==> config.mk <==
export PLATFORM = sky130hd
export DESIGN_NAME = fpaddsub_norm_shift_stage
export DESIGN_NICKNAME = d
export VERILOG_FILES = /design/src/rtl/fpaddsub_norm_shift_stage.sv
export SDC_FILE = /design/constraint.sdc
export NUM_CORES = 1
export LEC_CHECK = 0
export CAP_MARGIN = 10
export CORE_MARGIN = 2
export CORE_UTILIZATION = 49
export CTS_CLUSTER_DIAMETER = 30
export DETAILED_ROUTE_END_ITERATION = 16
export GPL_ROUTABILITY_DRIVEN = 0
export GPL_TIMING_DRIVEN = 1
export MAX_ROUTING_LAYER = met4
export PLACE_DENSITY = 0.78
export RECOVER_POWER = 25
export SYNTH_ARGS = -nofsm -noshare
export SYNTH_HDL_FRONTEND = slang
export SYNTH_SLANG_ARGS = --single-unit
export TNS_END_PERCENT = 10
==> constraint.sdc <==
create_clock -name clk -period 3.69 [get_ports clk]
set_clock_uncertainty 0.2 [all_clocks]
set_input_delay 0.9225 -clock clk [delete_from_list [all_inputs] [get_ports clk]]
set_output_delay 0.9225 -clock clk [all_outputs]
set_load 0.05 [all_outputs]
==> src/rtl/fpaddsub_norm_shift_stage.sv <==
// Post-add normalisation stage: left-shifts the raw magnitude sum by its leading-nought
// count, adjusts the biased exponent and flags zero / underflow / overflow. Two register stages.
module fpaddsub_norm_shift_stage #(
    parameter int EXP_W = 8
) (
    input  logic             clk,
    input  logic             rst,
    input  logic             in_valid,
    output logic             in_ready,
    input  logic [31:0]      in_sum,
    input  logic [5:0]       in_lnc,
    input  logic [EXP_W-1:0] in_exp,
    input  logic             in_sign,
    output logic             out_valid,
    input  logic             out_ready,
    output logic [31:0]      out_mant,
    output logic [EXP_W-1:0] out_exp,
    output logic             out_sign,
    output logic             out_zero,
    output logic             out_uf,
    output logic             out_of
);

    localparam int EW = EXP_W + 2;
    localparam logic [EW-1:0] EXP_MAX = {2'b00, {EXP_W{1'b1}}};

    // Handshake: a beat moves across a side when valid && ready on that side. A source holds
    // valid and payload stable until accepted; ready never looks at the same side's valid.
    logic             s1_valid;
    logic [31:0]      s1_sum;
    logic [5:0]       s1_lnc;
    logic [EXP_W-1:0] s1_exp;
    logic             s1_sign;
    logic             s2_valid;
    logic             s2_adv;

    assign s2_adv    = s1_valid && (!s2_valid || out_ready);
    assign in_ready  = !s1_valid || s2_adv;
    assign out_valid = s2_valid;

    logic [EW-1:0]    e_adj;
    logic             e_le0;
    logic             e_ovf;
    logic             lnc_zero;
    logic [31:0]      n_mant;
    logic [EXP_W-1:0] n_exp;
    logic             n_sign;
    logic             n_zero;
    logic             n_uf;
    logic             n_of;

    // Exponent is signed EW bits; counts above 32 are illegal and behave as an all-zero sum.
    assign e_adj    = {2'b00, s1_exp} + EW'(1) - EW'(s1_lnc);
    assign e_le0    = e_adj[EW-1] || (e_adj == '0);
    assign e_ovf    = !e_adj[EW-1] && (e_adj >= EXP_MAX);
    assign lnc_zero = (s1_lnc >= 6'd32);

    always_comb begin
        n_mant = '0;
        n_exp  = '0;
        n_sign = s1_sign;
        n_zero = 1'b0;
        n_uf   = 1'b0;
        n_of   = 1'b0;
        if (lnc_zero) begin
            n_zero = 1'b1;
            n_sign = 1'b0;
        end else if (e_le0) begin
            n_uf = 1'b1;
        end else if (e_ovf) begin
            n_of  = 1'b1;
            n_exp = '1;
        end else begin
            n_mant = s1_sum << s1_lnc[4:0];
            n_exp  = e_adj[EXP_W-1:0];
        end
    end

    always_ff @(posedge clk) begin
        if (rst) begin
            s1_valid <= 1'b0;
            s1_sum   <= '0;
            s1_lnc   <= '0;
            s1_exp   <= '0;
            s1_sign  <= 1'b0;
        end else if (in_valid && in_ready) begin
            s1_valid <= 1'b1;
            s1_sum   <= in_sum;
            s1_lnc   <= in_lnc;
            s1_exp   <= in_exp;
            s1_sign  <= in_sign;
        end else if (s2_adv) begin
            s1_valid <= 1'b0;
        end
    end

    // Output registers keep their last value when drained so a stalled beat never changes.
    always_ff @(posedge clk) begin
        if (rst) begin
            s2_valid <= 1'b0;
            out_mant <= '0;
            out_exp  <= '0;
            out_sign <= 1'b0;
            out_zero <= 1'b0;
            out_uf   <= 1'b0;
            out_of   <= 1'b0;
        end else if (s2_adv) begin
            s2_valid <= 1'b1;
            out_mant <= n_mant;
            out_exp  <= n_exp;
            out_sign <= n_sign;
            out_zero <= n_zero;
            out_uf   <= n_uf;
            out_of   <= n_of;
        end else if (out_ready) begin
            s2_valid <= 1'b0;
        end
    end

endmodule

# [Word-level counts from Yosys, hierarchy flattened]
# Index checks and enable logic that the tools add are counted.
[word_totals] ff_bits=93 output_inout_bits=46 word_cells=46 inputBits=51
[op_classes] reduce_logical=12 muxes=17 n_lt_le_gt_ge=2 n_addsub=2 n_shift=1
[ops] op="$mux W32" n=3
[ops] op="$shl A32 B5 Y32" n=1
[ops] op="$mux W8" n=3
[ops] op="$mux W1" n=11
[ops] op="$ge A10 B8 Y1 const B" n=1
[ops] op="$logic_not A10 Y1" n=1
[ops] op="$sub A9 B6 Y10" n=1
[ops] op="$add A8 B1 Y9 const B" n=1
[ops] op="$ge A6 B6 Y1 const B" n=1
[ops] op="$reduce_bool A2 Y1" n=2
[ops] op="$logic_and A1 B1 Y1" n=3
[ops] op="$logic_not A1 Y1" n=3
[ops] op="$logic_or A1 B1 Y1" n=3

# [Depth between registers and ports, before layout]
# Gate-level depths: netlist of run 1.
[logic_depth] ltp_word=7 ltp_mapped=14 mapped_depth_nobuf=11

# [Worst setup path after synthesis of run 1]
# OpenSTA, ideal clock, no wires.
[synth_path] path_kind="flip-flop to flip-flop" from="register s1_lnc[2]" to="register out_mant[25]" path_buffers=5 path_stages_with_launch=14 slack_ns=-0.272 synth_period_minus_slack_ns=3.962 arrival_time_ns=3.641 setup_ns=0.121 cell_sequence="dfxtp_1 -> buf_2 -> buf_1 -> inv_1 -> clkbuf_1 -> ha_1 -> fa_1 -> xor2_1 -> or4_1 -> or4_1 -> buf_6 -> o211ai_2 -> buf_6 -> o21ai_2"
[synth_via] elab_chain_cells=6
[synth_rtl] item="start: declaration" line_no="31" rtl="logic [5:0] s1_lnc;"
[synth_rtl] item="start signal: assignment" line_no="89" rtl="s1_lnc <= in_lnc;"
[synth_rtl] item="$sub A9 B6 Y10" line_no="53" rtl="assign e_adj = {2'b00, s1_exp} + EW'(1) - EW'(s1_lnc);"
[synth_rtl] item="$ge A10 B8 Y1 / $logic_not A1 Y1 (equally long branches)" line_no="55" rtl="assign e_ovf = !e_adj[EW-1] && (e_adj >= EXP_MAX);"
[synth_rtl] item="$logic_and A1 B1 Y1" line_no="55"
[synth_rtl] item="$mux W32" line_no="70" rtl="end else if (e_ovf) begin"
[synth_rtl] item="$mux W32" line_no="68" rtl="end else if (e_le0) begin"
[synth_rtl] item="$mux W32 *" line_no="65" rtl="if (lnc_zero) begin"
[synth_rtl] item="end signal: assignment" line_no="109" rtl="out_mant <= n_mant;"
[synth_rtl] item="end: declaration" line_no="16" rtl="output logic [31:0] out_mant,"
# Mark *: on every way between the ends. The rest lies on a longest branch, timed or not.
# A chain may end at the register's enable or synchronous reset.

# [Worst setup path after layout of run 1]
[layout_path] from="register s1_exp[1]" to="register out_mant[20]"
[layout_via] elab_chain_cells=7
[layout_rtl] item="start: declaration" line_no="32" rtl="logic [EXP_W-1:0] s1_exp;"
[layout_rtl] item="start signal: assignment" line_no="90" rtl="s1_exp <= in_exp;"
[layout_rtl] item="$add A8 B1 Y9 *" line_no="53"
[layout_rtl] item="$sub A9 B6 Y10 *" line_no="53"
[layout_rtl] item="$ge A10 B8 Y1 / $logic_not A1 Y1 (equally long branches)" line_no="55"
[layout_rtl] item="$logic_and A1 B1 Y1" line_no="55"
[layout_rtl] item="$mux W32" line_no="70"
[layout_rtl] item="$mux W32 *" line_no="68"
[layout_rtl] item="$mux W32 *" line_no="65"
# Marks and branches as above.

==> metrics.md, run 1 <==
| Metric | Value |
|---|---|
| Power Total | `2.71 mW` |
| Cts hold-fix bufs | `0` |
| Routed wl met3 | `1350 µm` |
| Status | `finished, final reports clean` |
| Unrepaired setup endpoints after global routing | `false` |
| CTS root buf | `clkbuf_16` |
| Required @ worst endpoint | `3.71 ns` |
| Min-Delay Path Class | `reg -> reg` |
| Post-route ant nets | `0` |
| Tmin final | `roughly 3.4 ns` |
| Pint | `1.85 mW` |
| Seq/Total Area, Yosys | `between 30% and 40%` |
| Port Buf Inserts | `96` |
| Post-Synth Adder-Cell Area | `around 3.7%` |
| Drt first pass iters | `6` |
| DRC viols | `0` |
| Final WL | `15500 µm` |
| Top FF cell, synth | `dfxtp_1` |
| #FFs+latches synth | `93` |
| GRT Total Usage | `between 20% and 30%` |
| Leakage | `2.58 nW` |
| First DRT Iteration DRCs | `between 500 and 600` |
| Ys async rst share | `0%` |
| TritonCTS Sinks | `93` |
| Crit share post-route | `91.8%` |
| Max-Cap Viols | `0` |
| Grt total ovfl | `0` |
| Filler cell count | `990` |
| Least-Margin Pin Slew | `0.887 ns` |
| Fin. max-slew vios | `0` |
| DIE HEIGHT | `between 100 and 150 µm` |
| Fraction of layout cells with a size suffix above 1 | `12.5%` |
| Netlist cell types | `65` |
| Clock Latency Late Sink | `~0.35 ns` |
| Reg area | `1860 µm²` |
| Multiplexer area fraction after synthesis | `15.4%` |
| Post-synthesis xor/xnor area fraction | `0.312%` |
| First-pass GRT wire length | `25500 µm` |
| Synth top area cells | `dfxtp_1 (33%), nand2_1 (11%), mux2i_1 (7.0%), a21oi_1 (6.0%), mux2_2 (5.2%)` |
| P&R area growth vs syn | `24.6%` |
| Crit path capture type | `register` |
| P_sw | `858 µW` |
| Post-synth top area cell | `dfxtp_1` |
| # IOs | `97` |
| Post-Syn Area per Cell | `8.01 µm²` |
| Yosys warns | `0` |
| Simple-gate portion of the synthesized area | `between 10% and 20%` |
| Initial antenna violation count | `0` |
| Met2 Wirelength | `between 6000 and 7000 µm` |
| CTS tree | `done` |
| Max Clk Rate | `295 MHz` |
| PostCTS Resize Cnt | `0` |
| Max VDD drop | `0.417 mV` |
| Setup bufs post-CTS | `0` |
| Sequential share of power | `40.2%` |
| Power Density | `388 nW/µm²` |
| Clock transition at path regs | `0.07 ns` |
| Largest family of logic cells by synthesized area | `compound AO/OA/AOI/OAI gates` |
| Fin nets | `845` |
| Initial core utilization | `49.8%` |
| Max FO, Critical Path | `11` |
| CTS Buf Count | `9` |
| Synth Instances | `700` |
| FF-to-FF Start | `s1_exp[1]$_SDFFE_PP0P_` |
| Crit path kind | `reg -> reg` |
| Final setup violation count | `0` |
| Die W | `111 µm` |
| Commonest cells in the synthesized netlist | `nand2_1 (163), dfxtp_1 (93), a21oi_1 (67), nor2_1 (48), mux2i_1 (39)` |
| Core Area | `11300 µm²` |
| Logic pwr share | `between 20 and 30%` |
| DR vias/cell | `5.98` |
| Post-synthesis compound-gate area fraction | `23.3%` |
| Clock Path Buffers | `2` |
| Vias | `5541` |
| Switching Share | `31.7%` |
| H-tree depth | `3` |
| Clock share of power | `~34%` |
| Critical hold path startpoint | `out_mant[10]$_SDFFE_PP0P_` |
| Post-Syn Area | `5610 µm²` |
| Top-count cell post-synth | `nand2_1` |
| Pin count of the biggest net entering global routing | `55` |
| EDFF count, synth | `0` |
| Multi-input gate area | `about 3500 µm²` |
| Highest routed metal layer | `met4` |
| Wirelength per Cell | `between 15 and 20 µm` |
| # rows | `39` |
| Slew HR | `40.9%` |
| CP arrival | `3.41 ns` |
| Crit. Startpoint | `s1_exp[1]$_SDFFE_PP0P_` |
| Area fraction of the dominant cell type after synthesis | `33.2%` |
| Critical Path Start Type | `register` |
| Vias in the first global route | `5057` |
| Final HPWL DP | `roughly 12000 µm` |
| Post-synth net total | `roughly 770` |
| Die ar. | `around 12000 µm²` |
| Final hold vios | `0` |
| # diodes | `0` |
| M1 WL | `6790 µm` |
| Total negative setup slack | `0 ns` |
[layer usage]
layer	track usage, %	vias up
met5	-	-
met4	11.6	0
met3	5.25	67
met2	39.1	286
met1	33.7	2528
li1	-	2660
[power groups by stage]
stage	combinational [mW]	sequential, mW	clock (mW)
CTS	0.675	1.09	0.946
global route	0.740	1.09	0.981
global placement	0.658	1.11	0
finish	0.687	1.09	0.932
floorplan	0.425	1.15	0
detailed placement	0.672	1.11	0
[cell families after synthesis]
kind of cell,after synthesis
flops,93
buf+inv,62
simple gates,259
compound gates,195
xor+xnor,2
mux,73
fa+ha+maj,16
[cells in the final DEF (no fill, tap or decap), types with 6 or more instances in the layout]
cell type and n:
nor2b_1 6, o22ai_1 21, mux2_2 26, nand2_1 163, o31ai_1 9, o21ai_2 9
a21oi_1 67, nor2_1 48, nor3_1 6, dfxtp_1 92, clkdlybuf4s50_1 93, clkbuf_16 9
nand3_1 10, ha_1 15, mux2i_1 39, o21ai_1 9, o21ai_0 23, buf_4 16
inv_1 14, mux4_2 8
[sequential cells by signal (all words and copies together), names as in the netlist]
register and flops:
s1_sign 1, s1_valid 1, out_uf 1, out_exp 8, out_of 1, out_sign 1
out_valid 1, s1_sum 32, out_zero 1, s1_exp 8, s1_lnc 6, out_mant 32
[metrics by stage]
stage	instance area [µm²]	instances	setup slack (ns)	utilization (%)	hold slack [ns]
after global routing	6990	926	0.157	62.0	0.262
after detailed placement	6690	910	0.329	59.4	0.243
final	6990	926	0.302	62.0	0.250
after global placement	6690	910	0.394	59.4	0.234
after floorplan	5610	700	0.0502	-	0.232
after CTS	6990	926	0.301	62.0	0.252
[final cells by class]
cell class | count | share of cell area (%)
clock inverter | 6 | 1.04
sequential | 93 | 26.7
timing repair buffer | 114 | 15.7
multi-input combinational | 545 | 50.0
clock buffer | 10 | 3.28
tap | 143 | 2.56
inverter | 15 | 0.806
[worst paths after layout]
path              cells after the start                        end  slack, ns
setup reg to reg                     10  out_mant[20]$_SDFFE_PP0P_       0.30
hold / removal                        2  out_mant[10]$_SDFFE_PP0P_       0.25
setup / recovery                     10  out_mant[20]$_SDFFE_PP0P_       0.30
hold reg to reg                       2  out_mant[10]$_SDFFE_PP0P_       0.25
[worst max-delay path, cell delays in order, from the launching register on]
cell	delay [ns]
dfxtp_1	0.33
inv_1	0.04
ha_1	0.26
inv_1	0.04
ha_1	0.22
fa_1	0.50
or4_1	0.53
or4_1	0.46
o211ai_2	0.38
buf_12	0.19
o21ai_0	0.09
Note: power is estimated with default switching activity, not from simulation.
==> run 2: changes to the inputs <==
--- a/config.mk
+++ b/config.mk
@@ -5,6 +5,7 @@
 export SDC_FILE = /design/constraint.sdc
 export NUM_CORES = 1
 export LEC_CHECK = 0
+export ABC_CLOCK_PERIOD_IN_PS = 3690
 export CAP_MARGIN = 10
 export CORE_MARGIN = 2
 export CORE_UTILIZATION = 49
@@ -18,4 +19,4 @@
 export SYNTH_ARGS = -nofsm -noshare
 export SYNTH_HDL_FRONTEND = slang
 export SYNTH_SLANG_ARGS = --single-unit
-export TNS_END_PERCENT = 10
+export TNS_END_PERCENT = 1
==> results of run 2 <==
Same layout as run 1: the final DEF is identical, and so are final timing and power.
==> run 3: changes to the inputs <==
--- a/config.mk
+++ b/config.mk
@@ -7,6 +7,7 @@
 export LEC_CHECK = 0
 export ABC_CLOCK_PERIOD_IN_PS = 3690
 export CAP_MARGIN = 10
+export CORE_ASPECT_RATIO = 0.5
 export CORE_MARGIN = 2
 export CORE_UTILIZATION = 49
 export CTS_CLUSTER_DIAMETER = 30
==> constraint.sdc (replaced) <==
create_clock -name clk -period 3.69 [get_ports clk]
set_clock_uncertainty 0.2 [all_clocks]
set_input_delay 0.9225 -clock clk [delete_from_list [all_inputs] [get_ports clk]]
set_output_delay 0.9225 -clock clk [all_outputs]
set_load 0.005 [all_outputs]
==> run 3 against run 2 <==
  * Routed wire length increased by 3.2%
  * First-iteration DRC count increased by 5.0%
  * Critical endpoint is now in_ready
  * Non-clock buffer count increased by 1
  * Clock-buffer cell count unchanged
==> metrics.md, run 3 (synthesized netlist as in run 1, its figures left out) <==
| Metric | Value |
|---|---|
| GRT Total Usage | `27.7% (+1.8 points)` |
| Clock Latency Late Sink | `0.35 ns (about the same)` |
| Total negative setup slack | `0 ns (unchanged)` |
| PostCTS Resize Cnt | `0 (unchanged)` |
| CP arrival | `2.32 ns (-1.09 ns)` |
| Wirelength per Cell | `17.3 µm (+2.9%)` |
| Core Area | `11100 µm² (-1.7%)` |
| Grt total ovfl | `0 (unchanged)` |
| Final WL | `16000 µm (+3.2%)` |
| Final HPWL DP | `11800 µm (-0.42%)` |
| Worst path bufs/invs | `2 (-1)` |
| Logic pwr share | `24.3% (-1.1 points)` |
| Fraction of layout cells with a size suffix above 1 | `12.5% (-0.016 points)` |
| Hold Path Cell Cnt | `2 (unchanged)` |
| # diodes | `0 (unchanged)` |
| P&R area growth vs syn | `24.4%` |
| TritonCTS Sinks | `93 (unchanged)` |
| CTS Buf Count | `9 (unchanged)` |
| Final setup violation count | `0 (unchanged)` |
| DRC viols | `0 (unchanged)` |
| Max-Cap Viols | `0 (unchanged)` |
| Slew HR | `53.7% (+13 points)` |
| Die W | `155 µm (+40%)` |
| Setup bufs post-CTS | `0 (unchanged)` |
| Most frequent cells in the layout | `nand2_1 (163), dfxtp_1 (92), a21oi_1 (67)` |
| Fin. max-slew vios | `0 (unchanged)` |
| Vias in the first global route | `5197 (+2.8%)` |
| FF-to-FF path depth | `10 (unchanged)` |
| Fin nets | `846 (+0.12%)` |
| Post-route ant nets | `0 (unchanged)` |
| Critical Path Max Stage Delay | `0.53 ns (about the same)` |
| Initial core utilization | `50.6% (+0.86 points)` |
| Final hold vios | `0 (unchanged)` |
| Max FO, Critical Path | `5 (-6)` |
| Vias | `5543 (+0.036%)` |
| Reg2reg end | `out_mant[25]$_SDFFE_PP0P_` |
| Power Density | `380 nW/µm² (-1.9%)` |
| Least-Margin Pin Slew | `0.688 ns (-0.199 ns)` |
| First-pass GRT wire length | `26100 µm (+2.6%)` |
| Crit path capture type | `output pin` |
| Critical Path Start Type | `input port` |
| CP max stage cell | `dlygate4sd3_1` |
| Required @ worst endpoint | `2.57 ns (-1.14 ns)` |
| CTS root buf | `clkbuf_16` |
| Initial antenna violation count | `0 (unchanged)` |
| # IOs | `97 (unchanged)` |
| Pin count of the biggest net entering global routing | `55 (unchanged)` |
| DR vias/cell | `5.97 (-0.29%)` |
| Max VDD drop | `0.223 mV (-47%)` |
| P_sw | `809 µW (-5.7%)` |
| Switching Share | `30.5% (-1.2 points)` |
| Status | `finished, final reports clean` |
| Leakage | `2.68 nW (+4.0%)` |
| DIE HEIGHT | `79.7 µm (-28%)` |
| Family with the most delay on the worst path | `buffers and inverters` |
| R2r setup slk | `0.27 ns (-0.03 ns)` |
| Critical hold path startpoint | `out_exp[6]$_SDFFE_PP0P_` |
| First DRT Iteration DRCs | `568 (+5.0%)` |
| Min-Delay Path Class | `reg -> reg` |
| Commonest non-fill, non-tap cell in the layout | `nand2_1` |
| Crit-path cells | `dlygate4sd3_1 > nor2b_1 > nand2_1 > clkdlybuf4s50_1` |
| Worst Hold Endpoint | `out_exp[6]$_SDFFE_PP0P_` |
| Sequential share of power | `41.0% (+0.8 points)` |
| Pint | `1.84 mW (-0.34%)` |
| Tmin final | `3.44 ns (+0.0506 ns)` |
| Crit path kind | `in -> out` |
| Inst Count DP | `913 (+0.33%)` |
| Cts hold-fix bufs | `0 (unchanged)` |
| H-tree depth | `3 (unchanged)` |
| FF-to-FF Start | `s1_exp[1]$_SDFFE_PP0P_` |
| Max Clk Rate | `291 MHz (-1.5%)` |
| # rows | `27 (-31%)` |
| Clock Path Buffers | `2 (unchanged)` |
| Clock transition at path regs | `0.06 ns (about the same)` |
| Drt first pass iters | `6 (unchanged)` |
| Top Registers | `out_mant x32, s1_sum x32` |
| Port Buf Inserts | `96 (unchanged)` |
| Clock share of power | `34.7% (+0.3 points)` |
| CTS tree | `done` |
| Final non-filler cell total | `929 (+0.32%)` |
| Die ar. | `12400 µm² (+0.43%)` |
| Unrepaired setup endpoints after global routing | `false` |
| Crit share post-route | `93.2% (+1.4 points)` |
==> run 3: changes by cell type in the layout (fill, tap and decap cells not counted) <==
cell / before / now
clkdlybuf4s50_1: 93 / 64
dlygate4sd3_1: 1 / 31
clkinv_4: 3 / 0
clkbuf_2: 1 / 0
buf_4: 16 / 18
clkinv_2: 0 / 3
buf_12: 1 / 0
==> run 3: stage by stage <==
step	instance area (µm²)	utilization (%)	setup slack (ns)	power, mW	hold WS (ns)
3_3_place_gp	6690	60.4	0.374	1.73	0.239
5_1_grt	6980	63.0	0.0920	2.78	0.263
2_1_floorplan	5610	-	0.0502	1.52	0.232
3_5_place_dp	6690	60.4	0.313	1.74	0.243
4_1_cts	6980	63.0	0.277	2.65	0.253
6_report	6980	63.0	0.252	2.65	0.244
==> run 3: how the worst max path moves through the flow <==
| stage | cells past startpoint | slack (ns) | from | end |
|---|---|---|---|---|
| after floorplan | 13 | 0.05 | s1_lnc[2]$_SDFFE_PP0P_ | out_mant[25]$_SDFFE_PP0P_ |
| after global placement | 10 | 0.37 | s1_exp[1]$_SDFFE_PP0P_ | out_mant[25]$_SDFFE_PP0P_ |
| after detailed placement | 10 | 0.31 | s1_exp[1]$_SDFFE_PP0P_ | out_mant[25]$_SDFFE_PP0P_ |
| after CTS | 10 | 0.28 | s1_exp[1]$_SDFFE_PP0P_ | out_mant[25]$_SDFFE_PP0P_ |
| after global routing | 10 | 0.09 | s1_exp[1]$_SDFFE_PP0P_ | out_mant[25]$_SDFFE_PP0P_ |
| final | 4 | 0.25 | out_ready | in_ready |
==> run 3: cell type report <==
type,instances,area [µm²]
tap,145,181
inverter,15,56.3
multi-input combinational,545,3490
sequential,93,1860
clock buffer,10,229
fill,958,4100
timing repair buffer,115,1090
clock inverter,6,61.3
==> run 3: worst min-delay path: stages, from the launching register on <==
cell,delay [ns]
dfxtp_1,0.31
nand2_1,0.05
o21ai_1,0.05
==> run 3: power by group through the flow <==
stage,clock network (mW),registers (mW),logic [mW]
2_1_floorplan,0,1.10,0.425
3_3_place_gp,0,1.11,0.619
3_5_place_dp,0,1.11,0.628
4_1_cts,0.932,1.09,0.635
5_1_grt,0.983,1.09,0.704
6_report,0.920,1.09,0.646
==> run 3: metal layers <==
metal  GRT usage (%)  routed length, µm  vias up
li1                -                  -     2666
met1            35.0               6930     2577
met2            43.9               7260      246
met3            6.46               1390       54
met4            10.0                463        0
met5               -                  0        -
==> RTL change (config.mk and constraints of run 2) <==
Change the parameter `EXP_W` from 8 to 6.
--- a/src/rtl/fpaddsub_norm_shift_stage.sv
+++ b/src/rtl/fpaddsub_norm_shift_stage.sv
@@ -3,3 +3,3 @@
 module fpaddsub_norm_shift_stage #(
-    parameter int EXP_W = 8
+    parameter int EXP_W = 6
 ) (
Ports: changed (resized in_exp and out_exp); port bits go from 97 to 93. No check against the original RTL was run, so the function may have changed too.
==> RTL change against run 2 <==
Worst hold slack worse by 2.5 ps; wire length down 4.2%; sequential cell count down 4; total power down 6.1%; synthesized area down 1.0%; highest routed layer unchanged; first-iteration DRC count up 7.8%; setup slack worse by 80 ps; largest power group unchanged; the flow now finishes with violations (max-capacitance violations, max-slew violations); maximum frequency down 2.3%; design area down 2.8%; clock power down 7.8%.
==> RTL change: results (changes against run 2) <==
Layout
  • Share of layout cells above drive strength 1: 12.4% (was 12.5%)
  • Finished Layout Cells: 848 (was 926)
  • Final core utilization: 62.1% (was 62.0%)
  • Final-layout fill cell count: 946 (was 990)
  • Nets@finish: 765 (was 845)

Global route
  • Met1 GRT Util: 32.6% (was 33.7%)
  • Gr usage total: 24.7% (was 25.9%)
  • M3 GR Usage: 3.68% (was 5.25%)
  • Largest net degree at the start of global routing: 56 (was 55)
  • Global-route wire length before repair: 24.3 mm (was 25.5 mm)
  • Vias in the first global route: 4,902 (was 5,057)

Status
  • Violated checks: max-capacitance violations, max-slew violations
  • Outcome: finished, violations left (was complete, no violations)

Synthesis
  • Netlist cell types: 60 (was 65)
  • YS warnings: 0 (unchanged)
  • Net Count, Synth: 700 (was 767)
  • Seq/Total Area, Yosys: 32.1% (was 33.2%)
  • Synth top cells by count: 149 x nand2_1, 89 x dfxtp_1, 69 x a21oi_1 (was 163 x nand2_1, 93 x dfxtp_1, 67 x a21oi_1)
  • Mean Syn Cell Area: 8.70 sq um (was 8.01 sq um)
  • Ranking of synthesized cells by area: dfxtp_1 32%, mux4_2 13%, nand2_1 10%, mux2i_1 6.7%, a21oi_1 6.2% (was dfxtp_1 33%, nand2_1 11%, mux2i_1 7.0%, a21oi_1 6.0%, mux2_2 5.2%)

Worst setup path
  • Critical path's largest stage delay: 570 ps (was 530 ps)
  • CP Max Fanout: 14 (was 11)
  • Slowest cell on crit path: fa_1 (was or4_1)

Route
  • Number of iterations in the first detailed-routing pass: 5 (was 6)
  • Routed wl met3: 1.25 mm (was 1.35 mm)
  • Met2 Wirelength: 6.92 mm (was 6.81 mm)
  • Routed via count: 5,199 (was 5,541)
  • DRT iter0 DRCs: 583 (was 541)
  • M1 WL: 6.33 mm (was 6.79 mm)
  • Final wirelength: 14.9 mm (was 15.5 mm)

Placed design
  • Placed insts: 832 (was 910)
  • DP Area: 6510 sq um (was 6690 sq um)
  • HPWL after detailed placement: 10.8 mm (was 11.8 mm)
  • Post-place setup slack: 247 ps (was 329 ps)

Clock network
  • CTS Hold Bufs: 0 (unchanged)

Power and ir drop
  • Net Sw Frac: 32.1% (was 31.7%)
  • Pleak: 2.41 nW (was 2.58 nW)

Flow run
  • Max cap viols: 1 (was 0)

Timing
  • Slew Limit Fails: 51 (was 0)
  • Relative slew margins: -38.5% (was 40.9%)
[RTL change: cell count changes after synthesis, moves of 7 or more]
| cell | delta |
|---|---|
| mux2_2 | -11 |
| o21ai_2 | -9 |
| nor2_1 | -15 |
| o22ai_1 | -20 |
| o21ai_0 | +7 |
| mux4_2 | +24 |
| nand2_1 | -14 |
[RTL change: power groups by stage]
stage | logic (W) | clock network (W) | registers [W]
2_1_floorplan | 0.000406 | 0 | 0.00110
3_3_place_gp | 0.000604 | 0 | 0.00106
3_5_place_dp | 0.000621 | 0 | 0.00107
4_1_cts | 0.000628 | 0.000864 | 0.00105
5_1_grt | 0.000685 | 0.000909 | 0.00105
6_report | 0.000636 | 0.000859 | 0.00105
[RTL change: path summary, 6_finish.rpt]
kind | from | endpoint | slack (ps) | cells past startpoint
hold reg to reg | out_mant[30] | out_mant[30] | 250 | 2
setup / recovery | s1_lnc[4] | out_mant[0] | 220 | 9
setup reg to reg | s1_lnc[4] | out_mant[0] | 220 | 9
hold / removal | out_mant[30] | out_mant[30] | 250 | 2
[RTL change: cells by family after synthesis]
logic type               after synthesis  synth area share [%]
buffers and inverters                 62                  5.03
AND/OR/NAND/NOR                      217                  16.5
AO/OA/AOI/OAI                        170                  20.0
adder cells (fa/ha/maj)               13                  3.20
flip-flops                            89                  32.1
multiplexers                          84                  22.7
XOR/XNOR                               3                 0.473
[RTL change: layout make-up]
type                            instances  area share [%]
Clock buffer                            9            3.32
Clock inverter                          7           0.829
Inverter                               11           0.608
Multi-Input combinational cell        487            51.6
Sequential cell                        89            26.3
Tap cell                              140            2.58
Timing Repair Buffer                  105            14.8
